$ cat src/rtl/dht11_response_formatter.sv
// DHT11 response formatter: latches sensor words, decodes host commands and streams 2-byte replies.
// Optional DHT_FMT_DECIMAL_EN appends the decimal byte to humidity/temperature replies.
module dht11_response_formatter #(
  parameter int unsigned STALE_CYCLES = 100_000_000,
  parameter int unsigned CNT_W        = 27
) (
  input  logic        clk,
  input  logic        rst,
  input  logic [31:0] sensor_data,
  input  logic        sensor_valid,
  input  logic        sensor_error,
  input  logic        cmd_valid,
  input  logic [7:0]  cmd_byte,
  input  logic        tx_ready,
  output logic        tx_valid,
  output logic [7:0]  tx_byte,
  output logic        busy,
  output logic        monitor_active
);

  localparam logic [CNT_W-1:0] STALE_MAX = CNT_W'(STALE_CYCLES);

  typedef enum logic [1:0] {
    IDLE = 2'd0,
    HDR  = 2'd1,
    VAL  = 2'd2
`ifdef DHT_FMT_DECIMAL_EN
    , DEC = 2'd3
`endif
  } state_t;

  state_t           state_reg;
  logic [31:0]      data_reg;
  logic             have_data_reg;
  logic             err_reg;
  logic [CNT_W-1:0] cnt_reg;
  logic             mon_on_reg;
  logic             mon_temp_reg;
  logic             pending_reg;
  logic             tx_valid_reg;
  logic [7:0]       tx_byte_reg;
  logic             busy_reg;
  logic [7:0]       val_reg;
  logic             stale;
  logic             ok;
  logic             mon_off_now;
  logic [7:0]       resp_hdr;
  logic [7:0]       resp_val;
`ifdef DHT_FMT_DECIMAL_EN
  logic [7:0]       resp_dec;
  logic             resp_long;
  logic [7:0]       dec_reg;
  logic             long_reg;
`else
  logic             unused_dec;
  assign unused_dec = ^{data_reg[23:16], data_reg[7:0]};
`endif

  assign stale          = (cnt_reg == STALE_MAX);
  assign ok             = have_data_reg & ~err_reg & ~stale;
  assign mon_off_now    = (state_reg == IDLE) && cmd_valid && (cmd_byte == 8'h05);
  assign tx_valid       = tx_valid_reg;
  assign tx_byte        = tx_byte_reg;
  assign busy           = busy_reg;
  assign monitor_active = mon_on_reg;

  // Sensor latch, error flag and saturating staleness counter; a good reading beats a same-cycle error.
  always_ff @(posedge clk) begin
    if (rst) begin
      data_reg      <= '0;
      have_data_reg <= 1'b0;
      err_reg       <= 1'b0;
      cnt_reg       <= '0;
    end else if (sensor_valid) begin
      data_reg      <= sensor_data;
      have_data_reg <= 1'b1;
      err_reg       <= 1'b0;
      cnt_reg       <= '0;
    end else begin
      if (sensor_error)
        err_reg <= 1'b1;
      if (cnt_reg != STALE_MAX)
        cnt_reg <= cnt_reg + 1'b1;
    end
  end

  // Reply for whatever leaves IDLE this cycle: a command if present, otherwise the monitor push.
  always_comb begin
    resp_hdr = 8'h00;
    resp_val = 8'h00;
`ifdef DHT_FMT_DECIMAL_EN
    resp_dec  = 8'h00;
    resp_long = 1'b0;
`endif
    if (cmd_valid) begin
      case (cmd_byte)
        8'h00: begin
          resp_hdr = 8'h07;
          resp_val = {5'b0, stale, err_reg, have_data_reg};
        end
        8'h01: begin
          if (ok) begin
            resp_hdr = 8'h09;
            resp_val = data_reg[31:24];
`ifdef DHT_FMT_DECIMAL_EN
            resp_dec  = data_reg[23:16];
            resp_long = 1'b1;
`endif
          end else begin
            resp_hdr = 8'h1F;
            resp_val = 8'h01;
          end
        end
        8'h02: begin
          if (ok) begin
            resp_hdr = 8'h0A;
            resp_val = data_reg[15:8];
`ifdef DHT_FMT_DECIMAL_EN
            resp_dec  = data_reg[7:0];
            resp_long = 1'b1;
`endif
          end else begin
            resp_hdr = 8'h1F;
            resp_val = 8'h02;
          end
        end
        8'h03:   resp_hdr = 8'h0B;
        8'h04:   resp_hdr = 8'h0C;
        8'h05:   resp_hdr = 8'h0F;
        default: begin
          resp_hdr = 8'hFF;
          resp_val = cmd_byte;
        end
      endcase
    end else if (mon_temp_reg) begin
      resp_hdr = 8'h0E;
      resp_val = data_reg[15:8];
`ifdef DHT_FMT_DECIMAL_EN
      resp_dec  = data_reg[7:0];
      resp_long = 1'b1;
`endif
    end else begin
      resp_hdr = 8'h0D;
      resp_val = data_reg[31:24];
`ifdef DHT_FMT_DECIMAL_EN
      resp_dec  = data_reg[23:16];
      resp_long = 1'b1;
`endif
    end
  end

  always_ff @(posedge clk) begin
    if (rst) begin
      state_reg    <= IDLE;
      tx_valid_reg <= 1'b0;
      tx_byte_reg  <= 8'h00;
      busy_reg     <= 1'b0;
      val_reg      <= 8'h00;
      mon_on_reg   <= 1'b0;
      mon_temp_reg <= 1'b0;
      pending_reg  <= 1'b0;
`ifdef DHT_FMT_DECIMAL_EN
      dec_reg  <= 8'h00;
      long_reg <= 1'b0;
`endif
    end else begin
      case (state_reg)
        IDLE: begin
          if (cmd_valid || pending_reg) begin
            state_reg    <= HDR;
            tx_valid_reg <= 1'b1;
            tx_byte_reg  <= resp_hdr;
            busy_reg     <= 1'b1;
            val_reg      <= resp_val;
`ifdef DHT_FMT_DECIMAL_EN
            dec_reg  <= resp_dec;
            long_reg <= resp_long;
`endif
          end
          if (cmd_valid) begin
            case (cmd_byte)
              8'h03: begin
                mon_on_reg   <= 1'b1;
                mon_temp_reg <= 1'b0;
              end
              8'h04: begin
                mon_on_reg   <= 1'b1;
                mon_temp_reg <= 1'b1;
              end
              8'h05: begin
                mon_on_reg  <= 1'b0;
                pending_reg <= 1'b0;
              end
              default: ;
            endcase
          end else if (pending_reg) begin
            pending_reg <= 1'b0;
          end
        end
        HDR: begin
          if (tx_ready) begin
            state_reg   <= VAL;
            tx_byte_reg <= val_reg;
          end
        end
        VAL: begin
          if (tx_ready) begin
`ifdef DHT_FMT_DECIMAL_EN
            if (long_reg) begin
              state_reg   <= DEC;
              tx_byte_reg <= dec_reg;
            end else begin
              state_reg    <= IDLE;
              tx_valid_reg <= 1'b0;
              busy_reg     <= 1'b0;
            end
`else
            state_reg    <= IDLE;
            tx_valid_reg <= 1'b0;
            busy_reg     <= 1'b0;
`endif
          end
        end
`ifdef DHT_FMT_DECIMAL_EN
        DEC: begin
          if (tx_ready) begin
            state_reg    <= IDLE;
            tx_valid_reg <= 1'b0;
            busy_reg     <= 1'b0;
          end
        end
`endif
        default: begin
          state_reg    <= IDLE;
          tx_valid_reg <= 1'b0;
          busy_reg     <= 1'b0;
        end
      endcase
      // A reading that lands while a push is being launched re-arms pending so it is not lost.
      if (sensor_valid && mon_on_reg && !mon_off_now)
        pending_reg <= 1'b1;
    end
  end

endmodule

$ cat config.mk
export PLATFORM = sky130hd
export DESIGN_NAME = dht11_response_formatter
export DESIGN_NICKNAME = d
export VERILOG_FILES = /design/src/rtl/dht11_response_formatter.sv
export SDC_FILE = /design/constraint.sdc
export NUM_CORES = 1
export LEC_CHECK = 0
export CORE_ASPECT_RATIO = 0.8
export CORE_MARGIN = 2
export CORE_UTILIZATION = 25
export CTS_CLUSTER_SIZE = 20
export DETAILED_ROUTE_END_ITERATION = 10
export GPL_TIMING_DRIVEN = 0
export HOLD_SLACK_MARGIN = 0.1
export MAX_ROUTING_LAYER = met4
export PLACE_DENSITY = 0.48
export SLEW_MARGIN = 10
export SYNTH_ARGS = -nofsm -noshare
export SYNTH_HDL_FRONTEND = slang
export SYNTH_SLANG_ARGS = --single-unit
$ cat constraint.sdc
create_clock -name clk -period 4.5 [get_ports clk]
set_clock_uncertainty 0.2 [all_clocks]
set_input_delay 0.675 -clock clk [delete_from_list [all_inputs] [get_ports clk]]
set_output_delay 0.675 -clock clk [all_outputs]
set_load 0.05 [all_outputs]
==> results.cfg <==
[outcome]
outcome = finished, final reports clean

[hold_path]
min_delay_path_depth = 2
hold_path.class = reg2reg
whs_endpoint = tx_byte[1]
worstHoldStart = tx_byte[1]

[grt]
grt-ovfl-total = 0
grt_start_max_net_pins = 12
grt_pass1_wl_mm = 16.1
first_global_vias = 3011
grt_use_total_pct = 14.6
grt_antenna_before_repair = 0

[clocking]
h-tree-depth = 3
cts_setup_buffers = 0
cts.sinks = 67
postCtsHoldBufs = 0
cts_tree = done
cts_root_buffer = clkbuf_16
cts_made_buffers = 9
cts.reportedPaths.clkPinSlew_ns = 0.06
cts_resized = 0
worst_skew_pair_latency_ns = 0.34
cts_buffer_depth = 2

[synthesis]
syn-mean-instance-area_sq_um = 8.48
synthesis.area_sq_um = 3530
asyncSetResetFlopFracSynth_pct = 0
yosys_most_used_dff = dfxtp_1
synth_enable_flop_cells = 0
post_synth_num_cell_types = 62
synth_nets = 464
share_of_synthesized_area_occupied_by_flip_flops_and_latches_pct = 38.0
ys_seq_elements = 67
synth.yosys.warnings = 0
synthCells = 416

[timing]
finalHoldWorstSlack_ns = 0.258
count_of_endpoints_failing_hold_in_the_final_timing_report = 0
setup_violations = 0
fmax_mhz = 375
setup_repair_after_global_routing_missed_its_margin = no
max_slew_margin_pct = 46.8
worst-slew-pin-transition_ns = 0.790
slew_violations = 0
final.min_clock_period_ns = 2.67
timing.setup.tns_ns = 0
period_share_pct = 59.3

[floorplanning]
initial_core_util_pct = 25.8
die_area_sq_um = 15100
num_io_pins = 57
die_h_um = 110
core_region_area_sq_um = 13600
die-width_um = 137
num_rows = 38

[cells_and_area]
final_design_area_no_fill_sq_um = 4380
commonest_cells_after_routing_fill_and_taps_aside = 67 x dfxtp_1, 59 x nor2_1, 36 x clkdlybuf4s50_1
multiInputGateArea_sq_um = 2020
sequential_cell_area_in_the_final_layout_sq_um = 1340
antenna_cells = 0
area.growth.synth_to_final_pct = 24.3
design.final.nets = 511
largest_register_ff_count = 27
post_route_cells_drive_above_1_share_pct = 7.91
final_common_cell = dfxtp_1
filler_cell_count = 1434

[route]
wl_mm = 9.94
drt.antenna.violating_nets = 0
avgViaCountPerCell = 4.96
drc = 0
post_dr_wirelength_cell_um = 15.3
initialDrtViolationCount = 184
route.vias.total = 3217
drt-pass1-iter-count = 5

[placement]
gp_congestion = 0.903
buffers_on_ports = 36
dpl-instance-area_sq_um = 4110
detailed_place_hpwl_mm = 7.35

[critical_path]
worst_r2r_startpoint = cnt_reg[4]
worstSetupStartpointType = primary input
timing.critical_path.fanout_max = 5
r2r_cells = 7
cp.arrival_ns = 2.66
crit_type = in2reg
req_time_crit_path_ns = 4.50
regToRegSetupSlack_ns = 2.27
critPathCaptureType = flip-flop
r2r_end = val_reg[7]

[pwr]
power-per-cell-area_nw_per_um2 = 343
total_leakage_power_nw = 1.48
ir_drop_mv = 0.196

[run]
max_cap_viols = 0
[Yosys cell counts (5+ instances only)]
cell	count	area, sq um
xnor2_1	13	114
a22o_1	5	43.8
a311oi_1	8	70.1
clkbuf_1	13	48.8
nor2_1	59	221
mux2i_1	27	270
o22ai_1	5	31.3
and4_1	6	52.6
nand3_1	17	85.1
or3_1	5	31.3
nor3_1	17	85.1
nand2_1	33	124
inv_1	10	37.5
buf_2	5	25.0
nand4_1	12	75.1
nand2b_1	5	31.3
xor2_1	8	70.1
dfxtp_1	67	1340
a211oi_1	6	45.0
a21oi_1	20	100
o21ai_0	13	65.1
[how the worst max path moves through the flow]
stage / from / end / slack (ns) / cells after the start
after floorplan: cmd_byte[5] / tx_byte[2] / 2.21 / 5
after global placement: cmd_byte[5] / tx_byte[4] / 1.53 / 6
after detailed placement: cmd_byte[5] / tx_byte[4] / 1.52 / 6
after CTS: cmd_byte[5] / tx_byte[4] / 1.89 / 6
after global routing: cmd_byte[5] / tx_byte[4] / 1.76 / 6
final: cmd_byte[5] / tx_byte[4] / 1.83 / 6
[per-layer routing]
metal	global-route usage, %	vias up	part of all wire, %
li1	-	1611	-
met1	20.4	1490	52
met2	19.7	102	40
met3	3.34	14	6.2
met4	7.00	0	1.5
met5	-	-	0
[report_power, final]
group / internal [mW] / total, mW / leakage (nW) / switching [mW]
logic: 0.0848 / 0.215 / 0.798 / 0.130
registers: 0.621 / 0.642 / 0.548 / 0.0211
clock network: 0.384 / 0.645 / 0.139 / 0.261
[area by class of cell]
| cell class | instances | area share (%) |
|---|---|---|
| Sequential cell | 67 | 30.6 |
| Multi-Input combinational cell | 312 | 46.0 |
| Buffer | 27 | 3.00 |
| Inverter | 10 | 0.856 |
| Clock buffer | 11 | 5.54 |
| Tap cell | 180 | 5.14 |
| Clock inverter | 5 | 0.657 |
| Timing Repair Buffer | 36 | 8.22 |
[worst max-delay path, stage by stage]
cell and delay, ns:
clkdlybuf4s50_1 0.46, or4_4 0.60, nor2_1 0.27, nand2_1 0.15, a21oi_1 0.35, a311oi_1 0.15
[stage by stage]
step / power, mW / worst slack (ns) / cells / utilization [%]
final: 1.50 / 1.83 / 648 / 32.1
after global routing: 1.57 / 1.76 / 648 / 32.1
after CTS: 1.52 / 1.89 / 648 / 32.1
after detailed placement: 0.869 / 1.52 / 632 / 30.1
after global placement: 0.868 / 1.53 / 632 / 30.1
after floorplan: 0.784 / 2.21 / 416 / -
[cells by family (layout without fill, tap and decap cells)]
| logic type | Yosys count | after routing | synth area share [%] |
|---|---|---|---|
| multiplexers | 27 | 27 | 7.67 |
| buffers and inverters | 37 | 89 | 4.79 |
| XOR/XNOR | 21 | 21 | 5.22 |
| flip-flops | 67 | 67 | 38.0 |
| adder cells (fa/ha/maj) | 2 | 2 | 0.710 |
| AO/OA/AOI/OAI | 77 | 77 | 15.1 |
| AND/OR/NAND/NOR | 185 | 185 | 28.5 |
Note: power is estimated with default switching activity, not from simulation.
